## src/rtl/fwd_hazard_unit.sv

```systemverilog
// Forwarding and load-use hazard unit: tracks in-flight destination tags from EX to the last
// forwardable stage, drives per-source ALU operand selects and a load-use stall request for ID.
module fwd_hazard_unit #(
    parameter int AW         = 5,
    parameter int NUM_SRC    = 2,
    parameter int FWD_STAGES = 2,
    parameter int LOAD_STAGE = 2,
    localparam int SEL_W     = $clog2(FWD_STAGES + 1)
) (
    input  logic                     clk_i,
    input  logic                     rst_i,
    input  logic                     id_valid_i,
    input  logic [NUM_SRC*AW-1:0]    id_src_i,
    input  logic [NUM_SRC-1:0]       id_src_use_i,
    input  logic [AW-1:0]            id_dst_i,
    input  logic                     id_we_i,
    input  logic                     id_load_i,
    input  logic                     flush_i,
    output logic [NUM_SRC*SEL_W-1:0] fwd_sel_o,
    output logic                     stall_o,
    output logic [15:0]              stall_cnt_o
);

    if (LOAD_STAGE < 1 || LOAD_STAGE > FWD_STAGES) begin : g_param_check
        $error("fwd_hazard_unit: LOAD_STAGE must satisfy 1 <= LOAD_STAGE <= FWD_STAGES");
    end

    // Tag pipeline, index 0 = EX, index FWD_STAGES = oldest forwardable producer.
    logic [FWD_STAGES:0]              v_q, we_q, ld_q;
    logic [FWD_STAGES:0][AW-1:0]      dst_q;
    logic [NUM_SRC-1:0][AW-1:0]       ex_src_q;
    logic [NUM_SRC-1:0]               ex_use_q;
    logic [15:0]                      stall_cnt_q;
    logic [NUM_SRC-1:0]               load_hit;
    logic                             issue;

    assign issue = id_valid_i & ~flush_i & ~stall_o;

    // NOTE: state is only ever updated with <= so every stage samples its neighbour's pre-edge value.
    always_ff @(posedge clk_i or negedge rst_i) begin
        if (!rst_i) begin
            v_q         <= '0;
            we_q        <= '0;
            ld_q        <= '0;
            dst_q       <= '0;
            ex_src_q    <= '0;
            ex_use_q    <= '0;
            stall_cnt_q <= '0;
        end else begin
            v_q      <= {v_q[FWD_STAGES-1:0], issue};
            we_q     <= {we_q[FWD_STAGES-1:0], id_we_i};
            ld_q     <= {ld_q[FWD_STAGES-1:0], id_load_i};
            dst_q    <= {dst_q[FWD_STAGES-1:0], id_dst_i};
            ex_src_q <= issue ? id_src_i : '0;
            ex_use_q <= issue ? id_src_use_i : '0;
            if (stall_o && stall_cnt_q != 16'hFFFF) begin
                stall_cnt_q <= stall_cnt_q + 16'd1;
            end
        end
    end

    // NOTE: outputs get a default before the loops so no path leaves them unassigned (no latch).
    always_comb begin
        fwd_sel_o = '0;
        // Walk oldest to youngest so the youngest matching producer is written last and wins.
        for (int k = 0; k < NUM_SRC; k++) begin
            for (int j = FWD_STAGES; j >= 1; j--) begin
                if (v_q[j] && we_q[j] && dst_q[j] == ex_src_q[k] &&
                    ex_src_q[k] != '0 && ex_use_q[k]) begin
                    fwd_sel_o[k*SEL_W +: SEL_W] = SEL_W'(j);
                end
            end
        end
    end

    always_comb begin
        load_hit = '0;
        // Youngest writer decides: a younger non-load writer of the same register clears the hit.
        for (int k = 0; k < NUM_SRC; k++) begin
            for (int j = FWD_STAGES - 1; j >= 0; j--) begin
                if (v_q[j] && we_q[j] && dst_q[j] == id_src_i[k*AW +: AW] &&
                    id_src_i[k*AW +: AW] != '0 && id_src_use_i[k]) begin
                    load_hit[k] = ld_q[j] && (j + 1 < LOAD_STAGE);
                end
            end
        end
    end

    assign stall_o     = id_valid_i & ~flush_i & (|load_hit);
    assign stall_cnt_o = stall_cnt_q;

endmodule

```

## config.mk

```make
export PLATFORM = sky130hd
export DESIGN_NAME = fwd_hazard_unit
export DESIGN_NICKNAME = d
export VERILOG_FILES = /design/src/rtl/fwd_hazard_unit.sv
export SDC_FILE = /design/constraint.sdc
export NUM_CORES = 1
export LEC_CHECK = 0
export CORE_AREA = 2 2 77 79
export CTS_CLUSTER_DIAMETER = 200
export DETAILED_ROUTE_END_ITERATION = 10
export DIE_AREA = 0 0 79 81
export SYNTH_ARGS = -nofsm -noshare
export SYNTH_HDL_FRONTEND = slang
export SYNTH_SLANG_ARGS = --single-unit
export TNS_END_PERCENT = 1
```

## constraint.sdc

```tcl
create_clock -name clk_i -period 3.9 [get_ports clk_i]
set_input_delay 0.585 -clock clk_i [delete_from_list [all_inputs] [get_ports clk_i]]
set_output_delay 0.585 -clock clk_i [all_outputs]
set_load 0.02 [all_outputs]
```

After elaboration in Yosys (flattened, before gate mapping)

Index checks and enable logic that the tools add are counted.

Bits in registers: 50
Latch bits: 0
Bits in writable memories: 0
ROM bits: 0
Input bits: 23
Output and inout bits: 21
Word-level logic and storage cells: 58
Memories kept: 0

Add/sub/neg operators: 1
$mul: 0
Div/mod/pow operators: 0
$lt $le $gt $ge: 0
Eq/ne operators: 7
Shift-type cells: 0
Multiplexer cells: 8
Bitwise operators: 5
Reductions and logical operators: 27

Operators by type and width:

| cell                                          | number |
|---|---|
| equality test 5 bit                           | 6 |
| logical AND 1 bit                             | 22 |
| nonzero test 5 bit                            | 4 |
| adder 16 x 1 -> 16 bit, second input constant | 1 |
| != test 16 bit, second input constant         | 1 |
| 2-to-1 mux 10 bit                             | 1 |
| 2-to-1 mux 2 bit                              | 5 |
| bitwise AND 1 bit                             | 3 |
| 2-to-1 mux 1 bit                              | 2 |
| inverter 1 bit                                | 2 |
| OR reduction 2 bit                            | 1 |

Depth between registers and ports, before layout

Gate-level depths: netlist (run 1).

Depth after elaboration: 10
Gate-level depth with buffers: 8
Gate-level depth less buffers: 7

Least setup slack after synthesis (run 1)

OpenSTA, ideal clock, no wires.

Path type: register -> output
From: register ex_src_q[1] (netlist name)
To: output fwd_sel_o[1]
Data arrival time: 1,782 ps
Data required time: 3,315 ps
Slack: 1,533 ps
Cell stages (with the launch flop): 5
Path buffers: 0
Cells stage by stage: dfrtp_1 > or4_1 > o21ai_0 > nor4_1 > nor3_1

Word-level cells in the longest chain between the ends: 6
Elaborated cells on any way between the ends: 11
Classes of those cells: 2 x eq/ne; 2 x mux; 7 x reduce/logical

RTL lines:

| item                            | line | text |
|---|---|---|
| start: declaration              | 31   | `logic [NUM_SRC-1:0][AW-1:0] ex_src_q;` |
| start signal: assignment        | 54   | `ex_src_q <= issue ? id_src_i : '0;` |
| equality test 5 bit             | 68   | `if (v_q[j] && we_q[j] && dst_q[j] == ex_src_q[k] &&` |
| logical AND 1 bit (2 in series) | 68   |  |
| logical AND 1 bit               | 69   | `ex_src_q[k] != '0 && ex_use_q[k]) begin` |
| 2-to-1 mux 2 bit                | 68   |  |
| 2-to-1 mux 2 bit (*)            | 68   |  |
| end: declaration                | 19   | `output logic [NUM_SRC*SEL_W-1:0] fwd_sel_o,` |

Every way passes the cells marked *; elsewhere a longest branch is shown, timed or not.

Final worst setup path (run 1)

From: input id_src_i[0]
To: output stall_o

Word-level cells in the longest chain between the ends: 7
Elaborated cells on any way between the ends: 8
Classes of those cells: 1 x eq/ne; 1 x mux; 1 x bitwise; 5 x reduce/logical

RTL lines:

| item                   | line | text |
|---|---|---|
| start: declaration     | 13   | `input logic [NUM_SRC*AW-1:0] id_src_i,` |
| equality test 5 bit    | 81   | `if (v_q[j] && we_q[j] && dst_q[j] == id_src_i[k*AW +: AW] &&` |
| logical AND 1 bit      | 81   |  |
| logical AND 1 bit (*)  | 81   |  |
| logical AND 1 bit (*)  | 82   | `id_src_i[k*AW +: AW] != '0 && id_src_use_i[k]) begin` |
| 2-to-1 mux 1 bit (*)   | 81   |  |
| OR reduction 2 bit (*) | 89   | `assign stall_o = id_valid_i & ~flush_i & (\|load_hit);` |
| bitwise AND 1 bit (*)  | 89   |  |
| end: declaration       | 20   | `output logic stall_o,` |

Marks and branches as above.

==> results.json, run 1 <==
{
  "post-route-min-period_ns": 3.367,
  "finalSetupTns_ns": 0,
  "synth_area_per_cell_um2": 11.80,
  "yosysSeqAreaShare_pct": 57.60,
  "utilization_pct": 48.77,
  "die_h_um": 81,
  "cts_buffers": 5,
  "status": "complete, no violations",
  "synth_edf_count": 0,
  "hold_viol": 0,
  "vias_per_cell": 4.750,
  "critPathLaunchType": "input pin",
  "post_cts_buffers": 0,
  "vdd_ir_drop_max_mv": 0.1440,
  "end_kind": "output pin",
  "cts-htree-levels": 2,
  "clk_pin_slew_ns": 0.09,
  "die_w_um": 79,
  "grt_use_total_pct": 14.46,
  "timing.hold.ws_ns": 0.3818,
  "ant_nets": 0,
  "syn_area_um2": 2172,
  "yosys_register_bits": 50,
  "final_common_cell": "dfrtp_1",
  "nNetsFinal": 256,
  "start_util_pct": 38.27,
  "ctsResizeCount": 0,
  "path_class": "input pin to output pin",
  "drt-total-wl_um": 4181,
  "drc": 0,
  "cts_tree": "yes",
  "drv_slew": 0,
  "clk_path_buf_depth": 2,
  "min-delay-path-class": "flop to flop",
  "totalPowerFinal_mw": 0.9262,
  "coreArea_um2": 5675,
  "post-dp-hpwl_um": 3255,
  "place_inst": 300,
  "slew_headroom_pct": 27.79,
  "grt_max_degree": 51,
  "ys_dominant_reg_cell": "dfrtp_1",
  "cts_root_buffer": "clkbuf_8",
  "p_leak_nw": 1.196,
  "timing.final.crit_share_pct": 86.33,
  "fmax_ghz": 0.2970,
  "setup_violations": 0,
  "power_density_nw_per_um2": 334.7,
  "fp.dieArea_um2": 6399,
  "seqCellArea_um2": 1251,
  "num_rows": 28,
  "place_congestion": 0.8123,
  "rsz0062_at_grt": "no",
  "grt_overflow": 0,
  "synth-async-reset-ratio_pct": 100.0,
  "wire_per_inst_um": 13.57,
  "boundaryPins": 44,
  "path_max_fanout": 11,
  "final_cell_area_um2": 2768,
  "clkSinkCount": 50,
  "worst_pin_slew_ns": 1.083,
  "most-common-layout-cells": "dfrtp_1, clkdlybuf4s50_1, xor2_1",
  "grt_pass1_vias": 1447,
  "cap_violations": 0,
  "grt_pass1_wl_um": 7051,
  "yosysWarnings": 0,
  "skew_ns": 0.009113,
  "drive_gt1_share_pct": 7.296,
  "multiInputGateArea_um2": 897.1,
  "io_buffers": 43,
  "synth_cell_types": 31,
  "crit_arrival_ns": 2.78,
  "ctsHoldBuffers": 0,
  "fill_cells": 564,
  "place_ws_ns": 0.5434,
  "syn_to_final_growth_pct": 27.42,
  "worst-endpoint-required_ns": 3.31,
  "stdcell_count": 308,
  "firstDrtPassIters": 6,
  "syn-num-nets": 208,
  "setup_slack_ns": 0.5332,
  "post_dp_cell_area_um2": 2675,
  "synthCells": 184,
  "antenna_found_initial": 0,
  "worstSkewPairLatency_ns": 0.30,
  "vias": 1463,
  "diodes": 0,
  "drt_iter0_markers": 82
}
## report_power, final
part           internal, mW  switching [mW]
registers             0.535          0.0165
logic                0.0402          0.0320
clock network         0.128           0.174
total                 0.703           0.223
## worst max-delay path, stage by stage
cell and delay, ns:
clkdlybuf4s50_1 0.46, or4_4 0.56, a21oi_2 0.14, and4b_4 0.22
nor2_4 0.14, inv_2 0.12, clkdlybuf4s50_1 0.56
## path summary, 6_finish.rpt
kind | start | endpoint | cells after the start | slack (ns)
min in group asynchronous | rst_i | stall_cnt_o[15] | 1 | 0.48
setup reg to reg | stall_cnt_o[0] | stall_cnt_o[1] | 5 | 1.95
hold reg to reg | v_q[1] | v_q[2] | 0 | 0.38
setup / recovery | id_src_i[0] | stall_o | 7 | 0.53
max in group asynchronous | rst_i | dst_q[4] | 1 | 2.76
hold / removal | v_q[1] | v_q[2] | 0 | 0.38
## final cells by class
class,count,share of cell area [%]
sequential,50,45.21
clock buffer,5,2.486
tap,75,3.391
inverter,2,0.2712
clock inverter,3,0.8590
timing repair buffer,43,15.37
multi-input combinational,130,32.41
## per-layer routing
layer | global-route usage (%) | part of all wire, % | up-vias
li1 | - | - | 730
met1 | 20.49 | 49 | 700
met2 | 22.12 | 46 | 27
met3 | 2.333 | 2.8 | 6
met4 | 6.207 | 1.8 | 0
met5 | 0 | 0 | -
## flip-flops by register name, summed over array words and instances, names as in the netlist
register and flops:
ld_q 1, ex_use_q 2, we_q 3, stall_cnt_o 16
ex_src_q 10, v_q 3, dst_q 15
## cell usage after synthesis, drive strengths merged (3+ instances only)
library cell / count / area share [%]
or4: 3 / 1.2
nor3: 8 / 1.8
o21ai: 4 / 0.92
nor2: 9 / 1.9
xor2: 24 / 9.7
dfrtp: 50 / 58
xnor2: 18 / 7.3
and2: 13 / 3.7
nor4: 6 / 1.7
nand3: 11 / 2.5
and3: 4 / 1.2
and4: 3 / 1.2
nand4: 7 / 2.0
nand2: 9 / 1.7
## cells by family after synthesis
kind of cell / after synthesis / synth area share, %
flops: 50 / 57.60
xor+xnor: 42 / 16.94
buf+inv: 4 / 1.094
simple gates: 79 / 21.20
fa+ha+maj: 1 / 0.5759
compound gates: 6 / 1.555
mux: 2 / 1.037
No activity file was read; power rests on OpenSTA's default activity.
==> run 2: changes to the inputs <==
Settings changed: CORE_AREA 2 2 77 79 to 2 2 67 69, DIE_AREA 0 0 79 81 to 0 0 69 71, PLACE_DENSITY set to 0.81.
==> results.json, run 2 (synthesis gave the netlist of run 1 again) <==
{
  "cap_violations": 0,
  "power_density_nw_per_um2": 357.4,
  "ctsResizeCount": 0,
  "stdcell_count": 284,
  "final_cell_area_um2": 2759,
  "rsz0062_at_grt": "no",
  "clk_pin_slew_ns": 0.09,
  "drv_slew": 0,
  "grt_pass1_vias": 1423,
  "vias_per_cell": 5.102,
  "post-route-min-period_ns": 3.367,
  "wire_per_inst_um": 13.82,
  "end_kind": "output pin",
  "cts_buffers": 5,
  "worst_pin_slew_ns": 1.052,
  "hold_viol": 0,
  "worst-endpoint-required_ns": 3.31,
  "drt-total-wl_um": 3926,
  "vias": 1449,
  "post_dp_cell_area_um2": 2646,
  "num_rows": 24,
  "place_inst": 277,
  "min_from": "we_q[1]",
  "firstDrtPassIters": 4,
  "grt_use_total_pct": 17.68,
  "grt_overflow": 0,
  "drc": 0,
  "setup_violations": 0,
  "nNetsFinal": 256,
  "finalSetupTns_ns": 0,
  "ctsHoldBuffers": 0,
  "drt_iter0_markers": 89,
  "clk_path_buf_depth": 2,
  "clkSinkCount": 50,
  "cts_tree": "yes",
  "grt_pass1_wl_um": 6762,
  "slew_headroom_pct": 29.89,
  "fp.dieArea_um2": 4899,
  "io_buffers": 43,
  "drive_gt1_share_pct": 6.897,
  "grt_max_degree": 51,
  "cts_root_buffer": "clkbuf_8",
  "ant_nets": 0,
  "p_leak_nw": 1.213,
  "largest_reg_flops": 16,
  "boundaryPins": 44,
  "startpoint": "id_src_i[0]",
  "most-common-layout-cells": "dfrtp_1, clkdlybuf4s50_1, xor2_1",
  "syn_to_final_growth_pct": 27.02,
  "worstSkewPairLatency_ns": 0.30,
  "place_congestion": 0.7995,
  "fmax_ghz": 0.2970,
  "vdd_ir_drop_max_mv": 0.3323,
  "die_w_um": 69,
  "post_cts_buffers": 0,
  "path_class": "input pin to output pin",
  "cts-htree-levels": 2,
  "timing.final.crit_share_pct": 86.34,
  "skew_ns": 0.01052,
  "die_h_um": 71,
  "critPathLaunchType": "input pin",
  "r2r_start": "stall_cnt_o[0]",
  "post-dp-hpwl_um": 3031,
  "antenna_found_initial": 0,
  "min-delay-path-class": "flop to flop",
  "start_util_pct": 51.67,
  "diodes": 0,
  "coreArea_um2": 4204,
  "timing.hold.ws_ns": 0.3927,
  "crit_arrival_ns": 2.78,
  "status": "complete, no violations",
  "path_max_fanout": 11,
  "final_common_cell": "dfrtp_1"
}
run 2: final cells by class:
cell class	count	area [um2]
fillers	343	1445
clock buffers	6	82.58
inverters	2	7.507
flip-flops and latches	50	1251
multi-input cells	130	897.1
well taps	52	65.06
clock inverters	1	30.03
repair buffers	43	425.4
run 2: through the flow:
step	utilization [%]	power [mW]	setup slack [ns]
after floorplan	-	0.5898	1.533
after global placement	62.95	0.6329	0.5714
after detailed placement	62.95	0.6355	0.5262
after CTS	65.63	0.9956	0.5196
after global routing	65.63	1.030	0.4510
final	65.63	0.9861	0.5326
run 2: worst max-delay path: stages:
cell,delay (ns)
clkdlybuf4s50_1,0.45
or4_4,0.55
a21oi_2,0.15
and4b_4,0.22
nor2_4,0.15
inv_2,0.12
clkdlybuf4s50_1,0.55
run 2: report_power, final:
group,internal [mW],switching [mW]
Clock,0.205,0.158
Combinational,0.0402,0.0317
Sequential,0.535,0.0167
run 2: final timing paths:
| kind | to | slack (ns) | cells after the start |
|---|---|---|---|
| max reg2reg | stall_cnt_o[1] | 1.95 | 5 |
| min reg2reg | we_q[2] | 0.39 | 0 |
| min | we_q[2] | 0.39 | 0 |
| max in group asynchronous | stall_cnt_o[5] | 2.79 | 1 |
| min in group asynchronous | stall_cnt_o[7] | 0.48 | 1 |
| max | stall_o | 0.53 | 7 |
run 2: routing by layer:
layer	global-route usage [%]	part of all wire [%]	wire, um	vias to the layer above
li1	-	-	-	724
met1	24.64	47	1848	688
met2	26.71	47	1864	30
met3	4.416	3.3	129	7
met4	7.407	2.1	84	0
met5	0	0	0	-
==> run 3: changes to the inputs <==
Settings changed: CTS_CLUSTER_DIAMETER 200 to unset, CTS_CLUSTER_SIZE set to 10, HOLD_SLACK_MARGIN set to 0.02.
==> results of run 3 <==
No change in the layout: final DEF, timing and power equal those of run 2.
==> variant 1: new RTL, settings of run 3 <==
Take the reset off `ex_src_q` and load it in a clocked block of its own.
--- a/src/rtl/fwd_hazard_unit.sv
+++ b/src/rtl/fwd_hazard_unit.sv
@@ -43,7 +43,6 @@
             we_q        <= '0;
             ld_q        <= '0;
             dst_q       <= '0;
-            ex_src_q    <= '0;
             ex_use_q    <= '0;
             stall_cnt_q <= '0;
         end else begin
@@ -51,12 +50,15 @@
             we_q     <= {we_q[FWD_STAGES-1:0], id_we_i};
             ld_q     <= {ld_q[FWD_STAGES-1:0], id_load_i};
             dst_q    <= {dst_q[FWD_STAGES-1:0], id_dst_i};
-            ex_src_q <= issue ? id_src_i : '0;
             ex_use_q <= issue ? id_src_use_i : '0;
             if (stall_o && stall_cnt_q != 16'hFFFF) begin
                 stall_cnt_q <= stall_cnt_q + 16'd1;
             end
         end
+    end
+
+    always_ff @(posedge clk_i) begin
+        ex_src_q <= issue ? id_src_i : '0;
     end
 
     // NOTE: outputs get a default before the loops so no path leaves them unassigned (no latch).
Check against the original RTL: no difference found for any inputs over 10 cycles, from zero or initial values and one cycle with rst_i low; that may be too few to reach the edited logic, so the function may still have changed.
==> variant 1 against run 3 <==
- routed wire length up 12%
- largest power group unchanged
- area after synthesis is 0.35% higher
- synthesized cell count is 1.1% higher
- via count is 5.7% higher
- sequential cell count is the same
- power rose by 1.4%
- cell area up 0.45%
- sequential share of layout area is 2.0 points lower
- worst setup slack better by 0.29 ns
==> variant 1: results (changes against run 3) <==
Setup path
  • R2R cell count: 6 (+1)
  • Largest stage delay on the critical path: 0.63 ns (+0.08 ns)
  • CP max stage cell: clkdlybuf4s50_1
  • Crit path max-delay family: simple AND/OR/NAND/NOR gates
  • Worst r2r dst: stall_cnt_o[15]
  • Worst R2R Setup Slack: 1.52 ns (-0.43 ns)
  • Crit path DAT: 2.49 ns (-0.29 ns)
  • Crit-path max FO: 3 (-8)
  • RR Startpoint: dst_q[0]

Outcome
  • Status: complete, no violations

Route
  • Metal3 WL: 123 µm (-4.7%)
  • DRC marker count from the first detailed-route iteration: 46 (-48%)
  • Drt pass-1 iters: 4 (unchanged)
  • Met2 routed WL: 2271 µm (+22%)
  • Total Wirelength: 4402 µm (+12%)
  • WL/cell: 15.34 µm (+11%)
  • Vias: 1531 (+5.7%)
  • Met1 Wirelength: 1899 µm (+2.8%)

Logic synthesis
  • Async SR Flop Fraction: 0.8000 (-0.2000)
  • Top post-synthesis cells by area: dfrtp_1 46%, dfxtp_1 9.2%, xor2_1 8.4%
  • Sequential share of the synthesized area: 0.5511 (-0.02495)
  • Syn Inst Count: 186 (+1.1%)
  • Synth Net Count: 210 (+0.96%)
  • Distinct cells, synth: 35 (+13%)
  • Syn. warnings: 0 (unchanged)
  • Top cells by count, synth: 40 x dfrtp_1, 21 x xor2_1, 19 x xnor2_1

Die
  • Die ar.: 4899 µm² (unchanged)

Placement
  • Placed insts: 279 (+0.72%)
  • Routability cong.: 0.8587 (+7.4%)
  • DPL Wire Length: 3285 µm (+8.4%)

GRT
  • Largest net degree at the start of global routing: 41 (-20%)
  • Initial antenna violation count: 0 (unchanged)
  • First-pass GRT wire length: 7458 µm (+10%)
  • Vias in the first global route: 1584 (+11%)
  • Total global-route track usage: 0.1963 (+0.01947)

Pwr
  • Leak: 1.173 nW (-3.3%)
  • VDD IR max: 308.5 µV (-7.2%)

Layout
  • ANT cells: 0 (unchanged)
  • Max reg flops: 16 (unchanged)
  • Layout cell share with drive strength beyond 1: 0.08511 (+0.01614)
  • Final #Nets: 258 (+0.78%)

Min path
  • Worst hold path type: primary input to asynchronous set/reset pin

STA
  • Worst rel slew slack: 0.4241 (+0.1252)
  • Clock Skew: 0.007100 ns (-0.003419 ns)

Clocking
  • Inserted Clock Buffers: 5 (unchanged)
  • Post-CTS Setup Repair Bufs: 0 (unchanged)
variant 1: metrics by stage:
step / hold slack, ns / cell area, µm² / setup slack (ns) / utilization
floorplan: 0.2894 / 2180 / 1.603 / -
global placement: 0.3637 / 2655 / 0.9557 / 0.6315
detailed placement: 0.3648 / 2655 / 0.8857 / 0.6315
CTS: 0.3867 / 2771 / 0.8477 / 0.6592
global route: 0.3988 / 2771 / 0.7115 / 0.6592
finish: 0.3865 / 2771 / 0.8227 / 0.6592
variant 1: kinds of logic after synthesis:
logic type	share of synthesized area
flops	0.5511
fa+ha+maj	0.005740
xor+xnor	0.1682
mux	0.01205
compound gates	0.03674
buf+inv	0.01205
simple gates	0.2141
variant 1: final cells by class:
cell class / count / area [µm²]
well taps: 52 / 65.06
clock inverters: 3 / 47.55
fillers: 330 / 1433
inverters: 3 / 11.26
repair buffers: 43 / 425.4
clock buffers: 5 / 68.82
flip-flops and latches: 50 / 1201
multi-input cells: 131 / 952.2
variant 1: worst max path at each step:
| stage | to | slack (ns) | from |
|---|---|---|---|
| after floorplan | stall_cnt_o[14] | 1.60 | id_src_i[0] |
| after global placement | stall_o | 0.96 | id_src_i[5] |
| after detailed placement | stall_cnt_o[15] | 0.89 | id_src_i[1] |
| after CTS | fwd_sel_o[1] | 0.85 | ex_src_q[1] |
| after global routing | fwd_sel_o[1] | 0.71 | ex_src_q[1] |
| final | fwd_sel_o[1] | 0.82 | ex_src_q[1] |
variant 1: report_power, final:
part | internal, mW | switching (mW)
clock network | 0.194 | 0.178
registers | 0.534 | 0.0168
logic | 0.0432 | 0.0342
variant 1: layer usage:
metal  vias to the layer above  GRT usage
met1                       755     0.2425
met4                         0    0.08279
li1                        736          -
met2                        31     0.3376
met3                         9    0.03989
met5                         -          0
==> variant 2: new RTL, flow settings as in run 3 <==
Without the edit above. `AW`: 5 -> 6.
--- a/src/rtl/fwd_hazard_unit.sv
+++ b/src/rtl/fwd_hazard_unit.sv
@@ -1,7 +1,7 @@
 // Forwarding and load-use hazard unit: tracks in-flight destination tags from EX to the last
 // forwardable stage, drives per-source ALU operand selects and a load-use stall request for ID.
 module fwd_hazard_unit #(
-    parameter int AW         = 5,
+    parameter int AW         = 6,
     parameter int NUM_SRC    = 2,
     parameter int FWD_STAGES = 2,
     parameter int LOAD_STAGE = 2,
Interface: changed (resized id_dst_i and id_src_i); port bits go from 44 to 47. The function was not compared with the original's and may differ.
==> variant 2 against run 3 <==
- sequential cell count grew 5
- largest power group unchanged
- sequential share of layout area shrank 0.16 points
- via count grew 10%
- area after synthesis grew 12%
- synthesized cell count grew 7.1%
- cell area grew 10%
- routed wire length grew 19%
- sequential power grew 10%
- worst setup slack lost 0.014 ns
- power grew 4.0%
==> variant 2: results (changes against run 3) <==
Outcome
  • Status: complete, no violations

GRT
  • Vias in the first global route: 1734 (+22%)
  • Total global-route track usage: 0.2159 (+0.03912)
  • Largest net degree at the start of global routing: 38 (-25%)
  • First-pass GRT wire length: 8224 µm (+22%)

STA
  • Clock Skew: 0.009995 ns (-0.0005243 ns)
  • Final setup margin: 0.5189 ns (-0.01367 ns)
  • Worst rel slew slack: 0.4572 (+0.1583)

Route
  • DRC marker count from the first detailed-route iteration: 67 (-25%)
  • Vias per cell: 5.281 (+3.5%)
  • Vias: 1595 (+10%)
  • Total Wirelength: 4677 µm (+19%)

Pwr
  • Leak: 1.328 nW (+9.5%)

Placement
  • DPL Wire Length: 3702 µm (+22%)
  • Pre-CTS setup slack: 0.4882 ns (-0.03798 ns)
  • Placed Area: 2945 µm² (+11%)
  • Routability cong.: 0.8013 (+0.23%)

Logic synthesis
  • Top post-synthesis cells by area: dfrtp_1 57%, xor2_1 9.7%, xnor2_1 7.9%
  • Syn Inst Count: 197 (+7.1%)
  • Top cells by count, synth: 55 x dfrtp_1, 27 x xor2_1, 22 x xnor2_1

Layout
  • Max reg flops: 18 (+2)
  • Layout cell share with drive strength beyond 1: 0.09600 (+0.02703)

Setup path
  • Worst r2r dst: stall_cnt_o[14]
  • CP startpoint: id_src_i[5]
  • Worst R2R Setup Slack: 1.62 ns (-0.33 ns)
  • R2R cell count: 6 (+1)
## variant 2: cell types whose count changed after synthesis, sizes merged, moves of 2 or more
cell / change
o21ai: -2
inv: +3
and4: -2
xnor2: +4
or3: -2
nor4: +2
xor2: +3
o31ai: +2
nor3b: +3
and3: -3
dfrtp: +5
nand3: -4
## variant 2: worst min path at each step
stage,end,cells past startpoint,from
2_1_floorplan,dst_q[0],0,rst_i
3_3_place_gp,we_q[2],0,we_q[1]
3_5_place_dp,we_q[2],0,we_q[1]
4_1_cts,dst_q[11],1,rst_i
5_1_grt,v_q[2],0,v_q[1]
6_report,dst_q[11],1,rst_i
## variant 2: power by group
group / switching, mW / total (mW) / internal [mW]
clock network: 0.169 / 0.331 / 0.162
logic: 0.0383 / 0.0869 / 0.0486
registers: 0.0191 / 0.608 / 0.589
## variant 2: kinds of logic (layout without fill, tap and decap cells)
group	after synthesis	count (layout)	synth area share
XOR/XNOR	49	49	0.1763
multiplexers	3	3	0.01388
AO/OA/AOI/OAI	7	7	0.02571
flip-flops	55	55	0.5656
buffers and inverters	7	60	0.01439
adder cells (fa/ha/maj)	1	1	0.005141
AND/OR/NAND/NOR	75	75	0.1990
## variant 2: routing by layer
| metal | global-route usage | share of wire | up-vias |
|---|---|---|---|
| met5 | 0 | 0 | - |
| met1 | 0.2748 | 0.42 | 788 |
| met2 | 0.3761 | 0.53 | 31 |
| li1 | - | - | 769 |
| met4 | 0.05447 | 0.013 | 0 |
| met3 | 0.05128 | 0.033 | 7 |
## variant 2: cell type report
cell class,instances,area [µm²],area share
clock buffers,8,100.1,0.03287
well taps,52,65.06,0.02136
repair buffers,47,462.9,0.1520
inverters,5,18.77,0.006163
flip-flops and latches,55,1376,0.4519
multi-input cells,135,1022,0.3357
